===== src/rtl/adc_conv_scheduler_if.sv =====
// adc_conv_scheduler_if: requester and conversion-engine signals of the ADC scheduler
interface adc_conv_scheduler_if #(parameter int NUM_REQ = 4);
  logic [NUM_REQ-1:0]   req;
  logic [2*NUM_REQ-1:0] req_ch;
  logic [NUM_REQ-1:0]   req_diff;
  logic [NUM_REQ-1:0]   ack;
  logic [11:0]          result;
  logic                 result_err;
  logic                 busy;
  logic [1:0]           grant_id;
  logic                 conv_start;
  logic [1:0]           conv_ch;
  logic                 conv_sgl;
  logic                 conv_done;
  logic [11:0]          conv_data;
  modport slave (
    input  req, req_ch, req_diff, conv_done, conv_data,
    output ack, result, result_err, busy, grant_id, conv_start, conv_ch, conv_sgl
  );
  modport master (
    output req, req_ch, req_diff, conv_done, conv_data,
    input  ack, result, result_err, busy, grant_id, conv_start, conv_ch, conv_sgl
  );
endinterface


===== src/rtl/adc_conv_scheduler.sv =====
// adc_conv_scheduler: round-robin sharing of one SPI ADC engine with CS gap and watchdog
module adc_conv_scheduler #(
  parameter int NUM_REQ        = 4,
  parameter int GAP_CYCLES     = 500,
  parameter int TIMEOUT_CYCLES = 16384
) (
  input logic clk,
  input logic rst,
  adc_conv_scheduler_if.slave bus
);
  typedef enum logic [2:0] {IDLE, START, WAIT, DELIVER, GAP} state_t;
  state_t      r_state;
  logic [1:0]  r_ptr, r_grant, r_ch;
  logic        r_sgl, r_start, r_busy, r_err;
  logic [11:0] r_result;
  logic [15:0] r_tmo;
  logic [9:0]  r_gap;
  logic [3:0]  w_req, w_diff;
  logic [7:0]  w_ch;
  logic [2:0]  w_idx;
  logic [1:0]  w_sel;
  assign w_req  = 4'(bus.req);
  assign w_diff = 4'(bus.req_diff);
  assign w_ch   = 8'(bus.req_ch);
  // r_ptr holds the index the next search starts from, so lower k wins
  always_comb begin
    w_sel = '0;
    w_idx = '0;
    for (int k = NUM_REQ - 1; k >= 0; k--) begin
      w_idx = 3'(r_ptr) + 3'(k);
      if (w_idx >= 3'(NUM_REQ)) w_idx = w_idx - 3'(NUM_REQ);
      if (w_req[w_idx[1:0]]) w_sel = w_idx[1:0];
    end
  end
  always_ff @(posedge clk or posedge rst) begin
    if (rst) begin
      r_state  <= IDLE;
      r_ptr    <= '0;
      r_grant  <= '0;
      r_ch     <= '0;
      r_sgl    <= 1'b0;
      r_start  <= 1'b0;
      r_busy   <= 1'b0;
      r_err    <= 1'b0;
      r_result <= '0;
      r_tmo    <= '0;
      r_gap    <= '0;
    end else begin
      r_start <= 1'b0;
      case (r_state)
        IDLE: if (|w_req) begin
          r_grant <= w_sel;
          r_ch    <= w_ch[{w_sel, 1'b0} +: 2];
          r_sgl   <= ~w_diff[w_sel];
          r_start <= 1'b1;
          r_busy  <= 1'b1;
          r_state <= START;
        end
        START: begin
          r_tmo   <= '0;
          r_state <= WAIT;
        end
        WAIT: begin
          r_tmo <= r_tmo + 16'd1;
          if (bus.conv_done || r_tmo == 16'(TIMEOUT_CYCLES - 1)) begin
            r_result <= bus.conv_done ? bus.conv_data : '0;
            r_err    <= ~bus.conv_done;
            r_state  <= DELIVER;
          end
        end
        DELIVER: begin
          r_ptr   <= (r_grant == 2'(NUM_REQ - 1)) ? 2'd0 : r_grant + 2'd1;
          r_gap   <= '0;
          r_state <= GAP;
        end
        GAP: begin
          r_gap <= r_gap + 10'd1;
          if (r_gap == 10'(GAP_CYCLES - 1)) begin
            r_busy  <= 1'b0;
            r_state <= IDLE;
          end
        end
        default: r_state <= IDLE;
      endcase
    end
  end
  // a requester that withdrew before DELIVER gets no ack
  assign bus.ack        = (r_state == DELIVER && w_req[r_grant]) ? NUM_REQ'(4'b1 << r_grant) : '0;
  assign bus.result     = r_result;
  assign bus.result_err = r_err;
  assign bus.busy       = r_busy;
  assign bus.grant_id   = r_grant;
  assign bus.conv_start = r_start;
  assign bus.conv_ch    = r_ch;
  assign bus.conv_sgl   = r_sgl;
endmodule


===== src/flat_wrapper.sv =====
// flat-port wrapper written by rule: the top's interface ports become plain ports
module adc_conv_scheduler_flat 
#(
  parameter int NUM_REQ        = 4,
  parameter int GAP_CYCLES     = 500,
  parameter int TIMEOUT_CYCLES = 16384
)
  (clk, rst, bus_req, bus_req_ch, bus_req_diff, bus_conv_done, bus_conv_data, bus_ack, bus_result, bus_result_err, bus_busy, bus_grant_id, bus_conv_start, bus_conv_ch, bus_conv_sgl);
  adc_conv_scheduler_if #(.NUM_REQ(NUM_REQ)) bus_i ();
  input logic clk;
  input logic rst;
  input wire logic [$bits(bus_i.req)-1:0] bus_req;
  input wire logic [$bits(bus_i.req_ch)-1:0] bus_req_ch;
  input wire logic [$bits(bus_i.req_diff)-1:0] bus_req_diff;
  input wire logic [$bits(bus_i.conv_done)-1:0] bus_conv_done;
  input wire logic [$bits(bus_i.conv_data)-1:0] bus_conv_data;
  output wire logic [$bits(bus_i.ack)-1:0] bus_ack;
  output wire logic [$bits(bus_i.result)-1:0] bus_result;
  output wire logic [$bits(bus_i.result_err)-1:0] bus_result_err;
  output wire logic [$bits(bus_i.busy)-1:0] bus_busy;
  output wire logic [$bits(bus_i.grant_id)-1:0] bus_grant_id;
  output wire logic [$bits(bus_i.conv_start)-1:0] bus_conv_start;
  output wire logic [$bits(bus_i.conv_ch)-1:0] bus_conv_ch;
  output wire logic [$bits(bus_i.conv_sgl)-1:0] bus_conv_sgl;
  assign bus_i.req = bus_req;
  assign bus_i.req_ch = bus_req_ch;
  assign bus_i.req_diff = bus_req_diff;
  assign bus_i.conv_done = bus_conv_done;
  assign bus_i.conv_data = bus_conv_data;
  assign bus_ack = bus_i.ack;
  assign bus_result = bus_i.result;
  assign bus_result_err = bus_i.result_err;
  assign bus_busy = bus_i.busy;
  assign bus_grant_id = bus_i.grant_id;
  assign bus_conv_start = bus_i.conv_start;
  assign bus_conv_ch = bus_i.conv_ch;
  assign bus_conv_sgl = bus_i.conv_sgl;
  adc_conv_scheduler #(.NUM_REQ(NUM_REQ), .GAP_CYCLES(GAP_CYCLES), .TIMEOUT_CYCLES(TIMEOUT_CYCLES)) u_core (.clk(clk), .rst(rst), .bus(bus_i));
endmodule

===== config.mk =====
export PLATFORM = sky130hd
export DESIGN_NAME = adc_conv_scheduler_flat
export DESIGN_NICKNAME = d
export VERILOG_FILES = /design/src/rtl/adc_conv_scheduler_if.sv /design/src/rtl/adc_conv_scheduler.sv /design/src/flat_wrapper.sv
export SDC_FILE = /design/constraint.sdc
export NUM_CORES = 1
export LEC_CHECK = 0
export BUFFER_PORTS_ARGS = -buffer_cell sky130_fd_sc_hd__buf_2
export CAP_MARGIN = 20
export CORE_MARGIN = 2
export CORE_UTILIZATION = 38
export DETAILED_ROUTE_END_ITERATION = 10
export SLEW_MARGIN = 20
export SYNTH_ARGS = -nofsm -noshare
export SYNTH_HDL_FRONTEND = slang
export SYNTH_SLANG_ARGS = --single-unit

===== constraint.sdc =====
create_clock -name clk -period 4.35 [get_ports clk]
set_input_delay 0.6525 -clock clk [delete_from_list [all_inputs] [get_ports clk]]
set_output_delay 0.6525 -clock clk [all_outputs]
set_load 0.05 [all_outputs]

==> flow_metrics.tcl <==
set metrics [dict create \
    drt-initial-drc-count 98 \
    placementRows 29 \
    ys.flop_type "dfrtp_1" \
    skew_ns 0.0104 \
    p_total_mw 1.92 \
    clk_latency_ns 0.31 \
    syn_inst 252 \
    async_flop_share_pct 100 \
    syn_nets 289 \
    cts_tree "built" \
    slew_headroom_pct 41.2 \
    numCtsBuffers 5 \
    dieArea_um2 7450 \
    path_delay_family "simple AND/OR/NAND/NOR gates" \
    path_class "register to output pin" \
    hold_viol 0 \
    critPathArrivalTime_ns 1.99 \
    ys_seq_area_share_pct 49.6 \
    grt_pass1_wl_um 9140 \
    viasPerCell 5.46 \
    crit_chain "nand3b_1 > nor2b_1 > and2_1 > buf_2" \
    final_cell_mix "buf_2 (54), dfrtp_1 (51), o21ai_0 (28), nand2_1 (26), nand3_1 (18)" \
    synth_area_leader_cell "dfrtp_1" \
    ys_ff_latch 51 \
    slowest_delay_ns 0.52 \
    tns_ns 0 \
    wire_per_inst_um 13.9 \
    min_period_ns 2.64 \
    tightest_slew_ns 0.882 \
    grt_pass1_vias 1994 \
    ant_nets 0 \
    hold_buffers 0 \
    die-width_um 86.3 \
    drc 0 \
    clk_path_buf_depth 2 \
    yosysWarnings 0 \
    endpoint_kind "output pin" \
    post-route-period-util_pct 60.8 \
    die-height_um 86.3 \
    p_leak_nw 1.45 \
    setup_violations 0 \
    drive_gt1_share_pct 24.9 \
    vias 2087 \
    grtUsageTotal_pct 15.2 \
    grt_max_degree 52 \
    grt_setup_unrepaired "no" \
    cts.sinks 51 \
    cp.required_ns 3.70 \
    synth_edf_count 0 \
    final_nets 341 \
    io_pins 55 \
    dr.pass1.iters 4 \
    postCtsResizedCells 0 \
    synthTopCellsByArea "dfrtp_1 (50%), o21ai_0 (5.4%), a22o_1 (4.4%)" \
    syn_area_um2 2570 \
    place.gp.congestion 0.782 \
    clock-root-buffer "clkbuf_8" \
    hpwl_um 3620 \
    wirelength_um 5310 \
    start_kind "register" \
    slowest_stage "dfrtp_1" \
    grt-ovfl-total 0 \
    synth_cell_types 49 \
    diodes 0 \
    antenna_found_initial 0 \
    design.core.area_um2 6460 \
    hold_path_class "register to register" \
    path_max_fanout 13 \
    maxSlewViolCount 0 \
    cap_violations 0 \
    fillers 629 \
    htree_levels 2 \
    clkTransAtPathRegs_ns 0.10 \
    initial_utilization_pct 39.9 \
    critical_path_buf_inv_count 1 \
    final_common_cell "buf_2" \
    syn_area_per_cell_um2 10.2 \
    post_cts_buffers 0 \
    power_density_nw_per_um2 636 \
    ir_drop_mv 0.326 \
    fmax_ghz 0.378 \
    synth.top_cell.area_share_pct 49.6 \
    area_growth_pct 17.1 \
    status "finished, final reports clean" \
    port_buffers 54 \
]
==> logic make-up after synthesis <==
kind of cell,count (synthesis),synth area share (%)
simple gates,88,19.4
compound gates,76,19.5
flops,51,49.6
buf+inv,18,2.96
mux,10,4.62
fa+ha+maj,6,2.92
xor+xnor,3,1.02
==> power by group <==
part           switching [mW]  total (mW)  internal (mW)
Combinational           0.618       0.871          0.253
Sequential              0.113       0.709          0.596
Clock                   0.166       0.339          0.173
Total                   0.897        1.92           1.02
==> through the flow <==
step | worst slack [ns] | utilization [%] | hold WS [ns] | cell area [um2] | instances
2_1_floorplan | 1.96 | - | 0.437 | 2570 | 252
3_3_place_gp | 1.91 | 44.9 | 0.459 | 2900 | 374
3_5_place_dp | 1.90 | 44.9 | 0.463 | 2900 | 374
4_1_cts | 1.66 | 46.7 | 0.476 | 3010 | 382
5_1_grt | 1.50 | 46.7 | 0.497 | 3020 | 382
6_report | 1.71 | 46.7 | 0.476 | 3020 | 382
==> cells in the mapped netlist (all sizes together) (4+ instances only) <==
cell / n
inv: 9
clkbuf: 6
a31oi: 6
nor2: 10
dfrtp: 51
nand3: 19
o31ai: 5
nand4: 6
a21oi: 7
o21ai: 35
a22o: 13
and2: 5
mux2i: 4
and3: 6
nand2: 26
ha: 6
mux2: 5
==> path summary, 6_finish.rpt <==
check	start	to	slack (ns)	depth (start not counted)
worst min register to register	u_core.r_gap[6]	u_core.r_gap[6]	0.48	1
worst max register to register	u_core.r_tmo[0]	u_core.bus.result[1]	2.43	6
worst min-delay path	u_core.r_gap[6]	u_core.r_gap[6]	0.48	1
min in group asynchronous	rst	u_core.r_gap[3]	0.49	2
max in group asynchronous	rst	u_core.r_gap[1]	3.34	2
worst max-delay path	u_core.r_state[1]	bus_ack[1]	1.71	4
==> layout make-up <==
cell class / instances / area [um2] / area share [%]
multi-input combinational: 183 / 1220 / 40.5
sequential: 51 / 1280 / 42.3
tap: 77 / 96.3 / 3.20
inverter: 9 / 35.0 / 1.16
clock buffer: 5 / 68.8 / 2.28
clock inverter: 3 / 46.3 / 1.54
timing repair buffer: 54 / 270 / 8.96
==> worst reg2reg max path, delay by kind of cell, from the launching register on <==
| kind | cells | cell delay [ns] |
|---|---|---|
| AOI/OAI and AO/OA | 2 | 0.35 |
| and+or+nand+nor | 2 | 0.66 |
| buffers and inverters | 1 | 0.10 |
| DFF | 1 | 0.46 |
| adders and majority gates | 1 | 0.24 |
==> metal layers <==
metal	vias up	wire (um)	track usage, %
met1	976	2600	20.3
met2	69	2310	24.0
met4	0	89	5.82
li1	1033	-	-
met3	9	313	3.62
met5	-	0	0
==> registers in the layout (all words and copies together) (netlist names) <==
| name | cells |
|---|---|
| u_core.bus.busy | 1 |
| u_core.bus.conv_ch | 2 |
| u_core.bus.conv_sgl | 1 |
| u_core.bus.conv_start | 1 |
| u_core.bus.grant_id | 2 |
| u_core.bus.result | 12 |
| u_core.bus.result_err | 1 |
| u_core.r_gap | 10 |
| u_core.r_ptr | 2 |
| u_core.r_state | 3 |
| u_core.r_tmo | 16 |
No activity file was read; power rests on OpenSTA's default activity.
